==> config.mk <==
export PLATFORM = sky130hd
export DESIGN_NAME = rr_grant_encoder
export DESIGN_NICKNAME = d
export VERILOG_FILES = /design/src/rtl/rr_grant_encoder.sv
export SDC_FILE = /design/constraint.sdc
export NUM_CORES = 1
export LEC_CHECK = 0
export ABC_CLOCK_PERIOD_IN_PS = 7550
export CORE_MARGIN = 2
export CORE_UTILIZATION = 60
export DETAILED_ROUTE_END_ITERATION = 8
export PLACE_DENSITY = 0.88
export SLEW_MARGIN = 20
export SYNTH_ARGS = -nofsm -noshare
export SYNTH_HDL_FRONTEND = slang
export SYNTH_SLANG_ARGS = --single-unit
export TNS_END_PERCENT = 5
==> constraint.sdc <==
create_clock -name clk -period 7.55 [get_ports clk]
set_clock_uncertainty 0.15 [all_clocks]
set_input_delay 0.755 -clock clk [delete_from_list [all_inputs] [get_ports clk]]
set_output_delay 0.755 -clock clk [all_outputs]
set_load 0.03 [all_outputs]
==> src/rtl/rr_grant_encoder.sv <==
// rr_grant_encoder: round-robin arbiter over 2**N requesters presenting a registered binary
// grant index on a valid/ready handshake. Define RR_GRANT_LOCK_EN for burst lock.
module rr_grant_encoder #(
  parameter int unsigned N = 4
) (
  input  logic              clk,
  input  logic              rst_n,
  input  logic [2**N-1:0]   req,
  output logic              grant_valid,
  input  logic              grant_ready,
  output logic [N-1:0]      grant_index
);

  localparam int unsigned NREQ = 2**N;

  typedef enum logic [0:0] {
    IDLE  = 1'b0,
    GRANT = 1'b1
  } state_t;

  state_t       state;
  state_t       state_d;
  logic [N-1:0] ptr;
  logic [N-1:0] ptr_d;
  logic [N-1:0] index_d;
  logic         valid_d;
  logic         hs;
  logic         any_req;
  logic         lock_hold;
  logic [N-1:0] next_base;

  // First requester at or after base, wrapping modulo 2**N.
  function automatic logic [N-1:0] sel(input logic [N-1:0] base, input logic [NREQ-1:0] r);
    logic [N-1:0] idx;
    logic         found;
    sel   = base;
    found = 1'b0;
    for (int unsigned i = 0; i < NREQ; i++) begin
      idx = base + N'(i);
      if (!found && r[idx]) begin
        sel   = idx;
        found = 1'b1;
      end
    end
  endfunction

  assign any_req   = |req;
  assign hs        = grant_valid && grant_ready;
  assign next_base = grant_index + N'(1);

`ifdef RR_GRANT_LOCK_EN
  assign lock_hold = req[grant_index];
`else
  assign lock_hold = 1'b0;
`endif

  always_ff @(posedge clk) begin
    if (!rst_n) begin
      state       <= IDLE;
      ptr         <= '0;
      grant_index <= '0;
      grant_valid <= 1'b0;
    end else begin
      state       <= state_d;
      ptr         <= ptr_d;
      grant_index <= index_d;
      grant_valid <= valid_d;
    end
  end

  always_comb begin
    state_d = state;
    case (state)
      IDLE:    if (any_req) state_d = GRANT;
      GRANT:   if (hs && !any_req) state_d = IDLE;
      default: state_d = IDLE;
    endcase
  end

  // A presented grant is held untouched until the handshake.
  always_comb begin
    ptr_d   = ptr;
    index_d = grant_index;
    valid_d = grant_valid;
    case (state)
      IDLE: begin
        if (any_req) begin
          index_d = sel(ptr, req);
          valid_d = 1'b1;
        end
      end
      GRANT: begin
        if (hs && !lock_hold) begin
          ptr_d = next_base;
          if (any_req) index_d = sel(next_base, req);
          else         valid_d = 1'b0;
        end
      end
      default: valid_d = 1'b0;
    endcase
  end

endmodule

# Yosys cells after proc, flatten, opt, wreduce, memory -nomap -nowiden
# Index checks and enable logic that the tools add are counted.
# totals
mem_bits_ro	0
out_inout_bits	5
in_bits	19
mem_bits_rw	0
word_cells	349
n_memories	0
regBits	10
latchBits	0
# classes
magnitude_cmp	32
shifts	0
n_div	0
mux	210
reduce_logical	67
eq_ne	4
add_sub_neg	31
multipliers	0
bitwise_logic	1
# ops
operator	count
$lt A4 B5 Y1 const B	32
$mux W1	142
$mux W4	33
$bmux W1 S4	32
$add A4 B4 Y4 const B	16
$add A4 B3 Y4 const B	8
$logic_and A1 B1 Y1	32
$logic_not A1 Y1	31
$add A4 B2 Y4 const B	4
$reduce_or A16 Y1	1
$add A4 B1 Y4 const B	3
$pmux W4 S2	1
$reduce_and A3 Y1	2
$ne A2 B1 Y1 const B	2
$ne A2 B2 Y1 const B	2
$pmux W1 S2	2
$reduce_and A2 Y1	1
$not A1 Y1	1

# Longest topological paths before layout
# logic_depth
depth_word	97
ltp_mapped	19
depth_no_buf	12

# Worst setup path before layout
# No wires, ideal clock.
# synth_path
path_kind	register to register
startpoint	reg ptr[1]
endpoint	reg grant_index[1]
setup_time_ns	0.124
required_ns	7.276
setup_slack_ns	3.275
path_stages_with_launch	16
t_arrival_ns	4.001
period_less_slack_ns	4.275
n_path_buf	4
cell_sequence	dfxtp_1 > clkbuf_1 > buf_2 > clkinv_1 > ha_1 > buf_2 > clkbuf_1 > mux4_2 > mux4_2 > nand2b_1 > or2_2 > nor2_1 > o21ai_1 > o211a_1 > a221oi_1 > o31ai_2
# synth_via
elab_chain_len	80
word_cells_on_any_way	139
cone_classes	add/sub (15); mux (94); reduce/logical (30)
# synth_rtl
element	line	text
start, declared	23	logic [N-1:0] ptr;
start signal, assigned	65	ptr <= ptr_d;
parallel branches: the longest is 77 deep, another holds $add A4 B1 Y4	--	
$mux W4 *	40	if (!found && r[idx]) begin
$mux W4 *	87	if (any_req) begin
$pmux W4 S2 *	85	case (state)
end signal, assigned	66	grant_index <= index_d;
end, declared	11	output logic [N-1:0] grant_index
# Mark *: on every way between the ends. The select of a mux whose other input is x is not followed.
# A chain may end at the register's enable or synchronous reset.

# Worst setup path after layout
# Ends and elaborated chain as after synthesis.

==> flow_metrics.py <==
metrics = {
    "run_status": {
        "status": "complete, no violations",
    },
    "die": {
        "die-width_um": 96.6,
        "initial_core_util": 0.623,
        "ios": 24,
        "rows": 33,
        "dieArea_um2": 9330,
        "core-area_um2": 8260,
        "fp.dieH_um": 96.6,
    },
    "worst_setup_path": {
        "worstPathArrival_ps": 5620,
        "end_kind": "flip-flop",
        "cp_max_fo": 18,
        "start_kind": "flip-flop",
        "r2r_setup_slack_ps": 1890,
        "required_ps": 7510,
        "worstSetupPathType": "reg -> reg",
        "r2r_start": "ptr[1]$_SDFFE_PN0P_",
        "reg2reg_depth": 12,
        "r2r_end": "grant_index[1]$_SDFFE_PN0P_",
    },
    "synthesis": {
        "syn_nets": 661,
        "synth_seq_cells": 10,
        "ys_seq_area_frac": 0.0389,
        "synthAdderAreaFrac": 0.0268,
        "synth_area_leaders": "mux4_2 18%, mux2i_1 8.9%, mux2_2 3.9%",
        "syn-cell-area_um2": 5140,
        "ys_warn_count": 0,
        "synth_commonest_cells": "51 x nand2_1, 46 x mux2i_1, 46 x nor2_1",
        "synth_edf_count": 0,
        "synthXorXnorAreaFrac": 0.0438,
        "synthSimpleGateAreaFrac": 0.236,
        "synth_cell_types": 86,
        "synth_top_family_by_area": "multiplexers",
        "ys.flop_type": "dfxtp_1",
        "synth_top_area_cell": "mux4_2",
        "netlist_instances": 631,
        "syn-mean-instance-area_um2": 8.15,
        "synth_most_common_cell": "nand2_1",
        "synthArstFlopShare": 0,
        "synth.top_cell.area_share": 0.179,
        "muxShareOfSynthArea": 0.339,
        "synth_compound_area_frac": 0.238,
    },
    "routing": {
        "vias_per_cell": 7.58,
        "dr_total_vias": 5455,
        "totalWireLength_um": 16500,
        "drt_pre_antenna_iters": 5,
        "drc": 0,
        "wire_per_inst_um": 22.9,
        "dr.first_iter.drc_count": 637,
        "ant_nets": 0,
    },
    "global_routing": {
        "grt_pass1_vias": 4929,
        "grt_usage": 0.341,
        "grt_pass1_wl_um": 26300,
        "grt_max_degree": 47,
        "grt_overflow": 0,
        "grt_antenna_before_repair": 0,
    },
    "sta": {
        "setup_viol_count_final": 0,
        "hold_viol_final": 0,
        "fin_hold_ws_ps": 435,
        "setup_ws_ps": 1890,
        "fin_crit_sh": 0.750,
        "worst_pin_slew_ps": 1040,
        "setup_tns_ps": 0,
        "slew_headroom": 0.307,
        "rsz0062_at_grt": "false",
        "post-route-min-period_ps": 5660,
        "fmax_ghz": 0.177,
        "slew_viol_final": 0,
    },
    "clock_network": {
        "h-tree-depth": 1,
        "postCtsSetupRepairBufs": 0,
        "cts.sinks": 10,
        "cts_tree": "yes",
        "clkLatencyLatePin_ps": 230,
        "clk_pin_slew_ps": 50,
        "cts_resized": 0,
        "ctsHoldBuffers": 0,
        "root_buffer": "clkbuf_8",
        "numCtsBuffers": 3,
        "clockBufferDepth": 2,
    },
    "power": {
        "p_per_area_nw_per_um2": 279,
        "p_leak_nw": 1.93,
        "peakVddDrop_uv": 229,
    },
    "placement": {
        "place_ws_ps": 1990,
        "io_buffers": 23,
        "gp_congestion": 1.06,
        "dp.cells": 717,
        "hpwl_um": 12500,
    },
    "cells_and_area": {
        "fin_nets": 647,
        "syn_to_final_growth_pct": 3.19,
        "fill_cells": 726,
        "fin_cells": 720,
        "seq_area_um2": 200,
        "utilization": 0.643,
        "antenna_cells": 0,
        "multiInputGateArea_um2": 4560,
        "drive_gt1_frac": 0.163,
    },
    "min_path": {
        "hold_class": "reg -> reg",
        "min_to": "grant_valid$_SDFFE_PN0P_",
        "min_from": "grant_valid$_SDFFE_PN0P_",
        "hold-path-cell-count": 2,
    },
    "run": {
        "drv_cap": 0,
    },
}
==> per-layer routing <==
metal | vias up | track usage | part of all wire
li1 | 2420 | - | -
met1 | 2586 | 0.499 | 0.41
met2 | 411 | 0.515 | 0.44
met3 | 38 | 0.0874 | 0.14
met4 | 0 | 0.0585 | 0.017
met5 | - | 0 | 0
==> logic make-up after synthesis <==
group                    after synthesis
AO/OA/AOI/OAI                        176
flip-flops                            10
buffers and inverters                 74
AND/OR/NAND/NOR                      225
XOR/XNOR                              19
adder cells (fa/ha/maj)               11
multiplexers                         116
==> power breakdown <==
group	internal [mW]	switching [mW]	total, mW
combinational	0.534	0.819	1.35
clock	0.0348	0.0201	0.0549
sequential	0.0591	0.0162	0.0754
==> worst max-delay path by stage <==
stage                                   start                           to
after floorplan           ptr[1]$_SDFFE_PN0P_  grant_index[1]$_SDFFE_PN0P_
final                     ptr[1]$_SDFFE_PN0P_  grant_index[1]$_SDFFE_PN0P_
after global routing      ptr[1]$_SDFFE_PN0P_  grant_index[1]$_SDFFE_PN0P_
after CTS                 ptr[1]$_SDFFE_PN0P_  grant_index[1]$_SDFFE_PN0P_
after detailed placement  ptr[1]$_SDFFE_PN0P_  grant_index[1]$_SDFFE_PN0P_
after global placement    ptr[1]$_SDFFE_PN0P_  grant_index[1]$_SDFFE_PN0P_
==> registers in the layout, indices dropped and copies added, names as in the netlist <==
signal and count:
ptr 4, grant_valid 1, grant_index 4, state 1
==> layout by cell type (no fill, tap or decap), types with 7 or more instances in the layout <==
cell type        count
nand2_1             51
nor2_1              46
mux2i_1             46
mux4_2              41
a21oi_1             32
o21ai_0             28
clkdlybuf4s50_1     23
inv_1               22
nor3_1              19
mux2_2              18
a211oi_1            17
nand2b_1            15
nand3_1             14
a31oi_1             12
nor4_1              11
ha_1                10
dfxtp_1             10
and2_1               9
xnor2_1              9
and3_1               8
or3_1                7
o211ai_1             7
nor2b_1              7
o22ai_1              7
a221oi_1             7
buf_4                7
==> cell type report <==
type	count	share of cell area
Inverter	25	0.0177
Sequential cell	10	0.0377
Tap cell	105	0.0247
Timing Repair Buffer	30	0.0533
Multi-Input combinational cell	547	0.859
Clock buffer	3	0.00778
==> critical path: stages (launching register included) <==
cell and delay, ps:
dfxtp_1 770, clkinv_1 530, ha_1 860, mux4_2 640, mux2_2 300, mux2i_1 680, and4_1 430, nand4_1 230
nor2_1 300, o21ai_1 120, o211a_1 150, a221oi_1 280, o31ai_2 100
==> stage by stage <==
step	area (um^2)	power (mW)
after floorplan	5140	1.12
after global placement	5260	1.34
after detailed placement	5260	1.37
after CTS	5300	1.43
after global routing	5310	1.58
final	5310	1.48
Power figures use the tool's default switching activity.
==> variant 1, RTL diff (config.mk and constraints unchanged) <==
Set the parameter `N` to 5 (it was 4).
--- a/src/rtl/rr_grant_encoder.sv
+++ b/src/rtl/rr_grant_encoder.sv
@@ -1,7 +1,7 @@
 // rr_grant_encoder: round-robin arbiter over 2**N requesters presenting a registered binary
 // grant index on a valid/ready handshake. Define RR_GRANT_LOCK_EN for burst lock.
 module rr_grant_encoder #(
-  parameter int unsigned N = 4
+  parameter int unsigned N = 5
 ) (
   input  logic              clk,
   input  logic              rst_n,
Ports: changed (resized grant_index and req); port bits go from 24 to 41. The function was not compared with the original's and may differ.
==> variant 1 against the original RTL <==
Clock power rose by 110%. Setup slack got worse by 1.2 ns. Sequential cell count is 2 higher. Area after synthesis up 150%. Global-route usage grew 11 points. Final area grew 150%. Power increased to 3.6 times the old value. Wire length grew to 3.2 times the old value. Critical path type unchanged. Critical endpoint is now grant_index[4].
==> variant 1: results (changes against the original RTL) <==
[placed_design]
place_worst_setup_slack_ns = 0.928  ; -1.06 ns
hpwlAfterDp_um = 39400  ; +210%
place_inst = 1805  ; +150%
place_congestion = 1.12  ; +5.7%
io_buffers = 40  ; +74%

[grt]
grt_pass1_vias = 12800  ; +160%
antenna_found_initial = 1  ; +1
grt_max_degree = 67  ; +43%
grt_pass1_wl_um = 77400  ; +190%
grt_usage_pct = 45.1  ; +11 points

[synthesis]
syn_avg_cell_area_um2 = 8.00  ; -1.9%
synth_adder_area_share_pct = 2.06  ; -0.61 points
synthTopCellsByArea = mux4_2 21%, mux2i_1 12%, mux2_2 5.6%
synth-xor-area-share_pct = 4.48  ; +0.10 points
ys_types = 111  ; +29%
yosys-top-cells-count = 159 x nand2_1, 153 x mux2i_1, 120 x mux4_2
synth_compound_area_share_pct = 22.8  ; -1.0 points
synthArstFlopShare_pct = 0  ; unchanged
synth_mux_area_share_pct = 39.8  ; +5.9 points
seq_area_frac_synth_pct = 1.89  ; -2.0 points
synth_flop_cell = dfxtp_1
yosysWarnings = 0  ; unchanged

[hold_path]
min_from = grant_valid
min_to = grant_valid
worstHoldPathCells = 2  ; unchanged
hold_class = flop to flop

[layout]
diodes = 0  ; unchanged
top_regs = grant_index x5, ptr x5
fill_cells = 1880  ; +160%
drive_above_1_share_pct = 19.2  ; +3.0 points
nNetsFinal = 1591  ; +150%

[sta]
setup_viol = 0  ; unchanged
worst_pin_slew_ns = 0.960  ; -0.0799 ns
holdWs_ns = 0.399  ; -0.0353 ns

[outcome]
status = finished, final reports clean

[critical_path]
r2r-end = grant_index[4]
arrival_ns = 6.85  ; +1.23 ns
r2r_cells = 19  ; +7
crit_fanout = 17  ; -1
r2r_slack_ns = 0.72  ; -1.17 ns
critPathLaunch = grant_index[1]

[clock_tree]
path_clk_slew_ns = 0.05  ; about the same
clkLatencyLatePin_ns = 0.25  ; +0.02 ns
cts_buffers = 3  ; unchanged
cts.repair.resized = 0  ; unchanged
root_buffer = clkbuf_16
clockBufferDepth = 2  ; unchanged
post-cts-setup-buffers = 0  ; unchanged

[power_and_ir_drop]
p_leak_nw = 4.75  ; +150%
p_switching_mw = 3.34  ; +290%
ir_drop_mv = 0.474  ; +110%

[routing]
wirelength_um = 51900  ; +220%
drt_iter0_markers = 2419  ; +280%
wl_per_cell_um = 28.7  ; +25%
routed-via-count = 14300  ; +160%
dr.pass1.iters = 6  ; +1

-- variant 1: cell types whose count changed in the layout (fill, tap and decap cells not counted), sizes merged, moves of 27 or more --
cell	change
a21oi	+55
nand2	+109
nor2	+52
mux2	+47
buf	+34
mux4	+79
o21ai	+55
xnor2	+32
mux2i	+104
inv	+27
-- variant 1: power by group through the flow --
stage / clock network, mW / logic (mW) / registers [mW]
6_report: 0.115 / 5.16 / 0.106
5_1_grt: 0.119 / 5.40 / 0.107
4_1_cts: 0.115 / 4.90 / 0.104
3_5_place_dp: 0 / 4.88 / 0.104
3_3_place_gp: 0 / 4.87 / 0.103
2_1_floorplan: 0 / 3.60 / 0.100
-- variant 1: how the worst max path moves through the flow --
| stage | endpoint | slack (ns) | depth (start not counted) |
|---|---|---|---|
| floorplan | grant_index[3] | 1.37 | 22 |
| global placement | grant_index[4] | 0.97 | 17 |
| detailed placement | grant_index[4] | 0.93 | 19 |
| CTS | grant_index[4] | 0.89 | 19 |
| global route | grant_index[4] | 0.32 | 19 |
| finish | grant_index[4] | 0.72 | 19 |
-- variant 1: cell type report --
class | count | area [um^2] | area share [%]
multi-input cells | 1384 | 11700 | 88.0
repair buffers | 81 | 708 | 5.35
well taps | 275 | 344 | 2.60
flip-flops and latches | 12 | 248 | 1.87
inverters | 53 | 199 | 1.50
clock buffers | 4 | 88.8 | 0.671
-- variant 1: metal layers --
layer | share of wire [%] | GRT usage, %
met1 | 39 | 66.1
met2 | 40 | 62.7
met3 | 18 | 16.6
met4 | 3.5 | 10.5
met5 | 0 | 0
-- variant 1: worst max-delay path, cell delays in order (launching register included) --
cell	delay [ns]
dfxtp_1	0.68
and3_4	0.36
xnor2_4	0.29
inv_2	0.24
ha_1	0.43
and2_1	0.29
xnor3_2	0.38
mux2i_1	0.28
mux4_2	0.41
nor2b_1	0.25
nand2_1	0.10
or4_1	0.71
nor4_2	0.74
a21oi_1	0.09
nand3_1	0.14
a21oi_1	0.11
o41ai_2	0.37
a31oi_1	0.14
a311o_1	0.35
a211oi_2	0.20
-- variant 1: through the flow --
step	total power, mW	area, um^2
after floorplan	3.70	12700
final	5.39	13200
after global placement	4.97	13100
after detailed placement	4.98	13100
after CTS	5.12	13200
after global routing	5.63	13200
-- variant 1: cells by family after synthesis --
logic type      count (synthesis)
simple gates                  543
flops                          12
xor+xnor                       54
buf+inv                       196
fa+ha+maj                      21
mux                           346
compound gates                420
==> variant 2, RTL diff (same flow settings) <==
Without the edit above. Make the reset (`rst_n`) asynchronous in one clocked block.
--- a/src/rtl/rr_grant_encoder.sv
+++ b/src/rtl/rr_grant_encoder.sv
@@ -54,7 +54,7 @@
   assign lock_hold = 1'b0;
 `endif
 
-  always_ff @(posedge clk) begin
+  always_ff @(posedge clk or negedge rst_n) begin
     if (!rst_n) begin
       state       <= IDLE;
       ptr         <= '0;
Formal check against the unedited RTL: differs if rst_n is asserted again (counterexample within 4 cycles, from zero or initial values and one cycle with rst_n low); with rst_n held inactive, the same outputs for 4 cycles.
==> variant 2 against the original RTL <==
Setup slack better by 0.19 ns. Final area rose by 3.3%. Area after synthesis up 2.1%. Sequential cell count unchanged. Sequential share of layout area increased by 0.79 points. Wire length is 3.0% higher. Critical endpoint is now grant_index[0]. Largest cell class unchanged. Highest routed layer unchanged.
Power is left out: it rests on default switching activity, and per cell area and clock period it moved more than threefold.
==> variant 2: results (changes against the original RTL) <==
[routing]
wl_met1_um = 6620  ; -1.2%
met2_wirelength_um = 7270  ; +0.39%
wl_met3_um = 2490  ; +12%
drt_iter0_markers = 706  ; +11%
dr.pass1.iters = 5  ; unchanged
top_layer = met4
routed-via-count = 5743  ; +5.3%
wl_per_cell_um = 23.1  ; +1.1%

[clock_tree]
cts_buffers = 3  ; unchanged
cts.repair.resized = 0  ; unchanged
root_buffer = clkbuf_8
post-cts-setup-buffers = 0  ; unchanged
htreeDepth = 1  ; unchanged
clockBufferDepth = 2  ; unchanged
clkLatencyLatePin_ns = 0.24
path_clk_slew_ns = 0.05  ; about the same

[synthesis]
synth_adder_area_share_pct = 3.33  ; +0.66 points
seq_area_frac_synth_pct = 4.76  ; +0.87 points
yosysWarnings = 0  ; unchanged
synthArstFlopShare_pct = 100  ; +100 points
yosys-top-cells-count = 66 x nand2_1, 47 x mux2i_1, 46 x nor2_1
synth_flop_cell = dfrtp_1
syn-num-nets = 669  ; +1.2%
ys_types = 77  ; -10%
synth_compound_area_share_pct = 23.2  ; -0.61 points
synth-xor-area-share_pct = 3.95  ; -0.42 points
synth_mux_area_share_pct = 38.3  ; +4.4 points
synthTopCellsByArea = mux4_2 19%, mux2_2 9.0%, mux2i_1 9.0%

[critical_path]
r2r_cells = 14  ; +2
r2r_slack_ns = 2.08  ; +0.19 ns
r2r-end = grant_index[0]
arrival_ns = 5.46  ; -0.16 ns
critPathLaunch = grant_index[0]
critPathCaptureType = flop
critPathMaxStageDelay_ns = 0.80  ; -0.06 ns
crit_fanout = 41  ; +23
cp_slowest_cell = xor2_1

[placed_design]
io_buffers = 23  ; unchanged
place_worst_setup_slack_ns = 2.21  ; +0.218 ns
place_area_um2 = 5420  ; +3.0%
hpwlAfterDp_um = 12700  ; +1.6%
place_congestion = 1.05  ; -0.77%

[layout]
diodes = 0  ; unchanged
drive_above_1_share_pct = 18.2  ; +2.0 points
nNetsFinal = 659  ; +1.9%
top_regs = grant_index x4, ptr x4

[outcome]
status = finished, final reports clean

[grt]
overflow = 0  ; unchanged
antenna_found_initial = 0  ; unchanged
grt_max_degree = 42  ; -11%
grt_pass1_vias = 5091  ; +3.3%
grt_usage_pct = 34.7  ; +0.61 points
grt_pass1_wl_um = 27100  ; +3.1%

[sta]
worst_pin_slew_ns = 1.07  ; +0.0320 ns
fmax_mhz = 183  ; +3.5%
finalHoldViolCount = 0  ; unchanged

[hold_path]
hold_class = flop to flop

==> variant 2: changes by cell type in the layout (fill, tap and decap cells not counted), moves of 10 or more <==
cell / delta
dfxtp_1: -10
mux2_2: +24
nand2_1: +15
dfrtp_1: +10
a21oi_1: +10
==> variant 2: through the flow <==
step | hold slack [ns] | instances
final | 0.431 | 733
after global routing | 0.444 | 733
after CTS | 0.430 | 733
after detailed placement | 0.419 | 729
after global placement | 0.383 | 729
after floorplan | 0.309 | 636
==> variant 2: layout make-up <==
cell class | instances | area (um^2)
inverters | 18 | 67.6
repair buffers | 27 | 260
multi-input cells | 566 | 4710
flip-flops and latches | 10 | 250
clock buffers | 4 | 55.1
fillers | 715 | 3110
well taps | 108 | 135
==> variant 2: worst max-delay path: cells and delay by family, from the launching register on <==
kind / cells / cell delay [ns]
compound gates: 2 / 0.35
xor+xnor: 1 / 0.80
fa+ha+maj: 2 / 0.75
buf+inv: 1 / 0.41
flops: 1 / 0.33
mux: 2 / 0.59
simple gates: 6 / 1.97
==> variant 2: worst min-delay path by stage <==
stage,startpoint,endpoint,slack (ns),cells after the start
2_1_floorplan,rst_n,grant_index[0],0.31,0
3_3_place_gp,grant_valid,grant_valid,0.38,1
3_5_place_dp,grant_valid,grant_valid,0.42,1
4_1_cts,grant_valid,grant_valid,0.43,1
5_1_grt,grant_valid,grant_valid,0.44,1
6_report,grant_valid,grant_valid,0.43,1
==> variant 2: cells by family after synthesis <==
| kind of cell | after synthesis |
|---|---|
| simple gates | 216 |
| compound gates | 180 |
| mux | 137 |
| buf+inv | 60 |
| xor+xnor | 19 |
| fa+ha+maj | 14 |
| flops | 10 |
==> variant 2: layer usage <==
layer	vias up	track usage, %
met3	70	9.57
met5	-	0
li1	2495	-
met4	0	9.29
met2	496	51.4
met1	2682	49.9
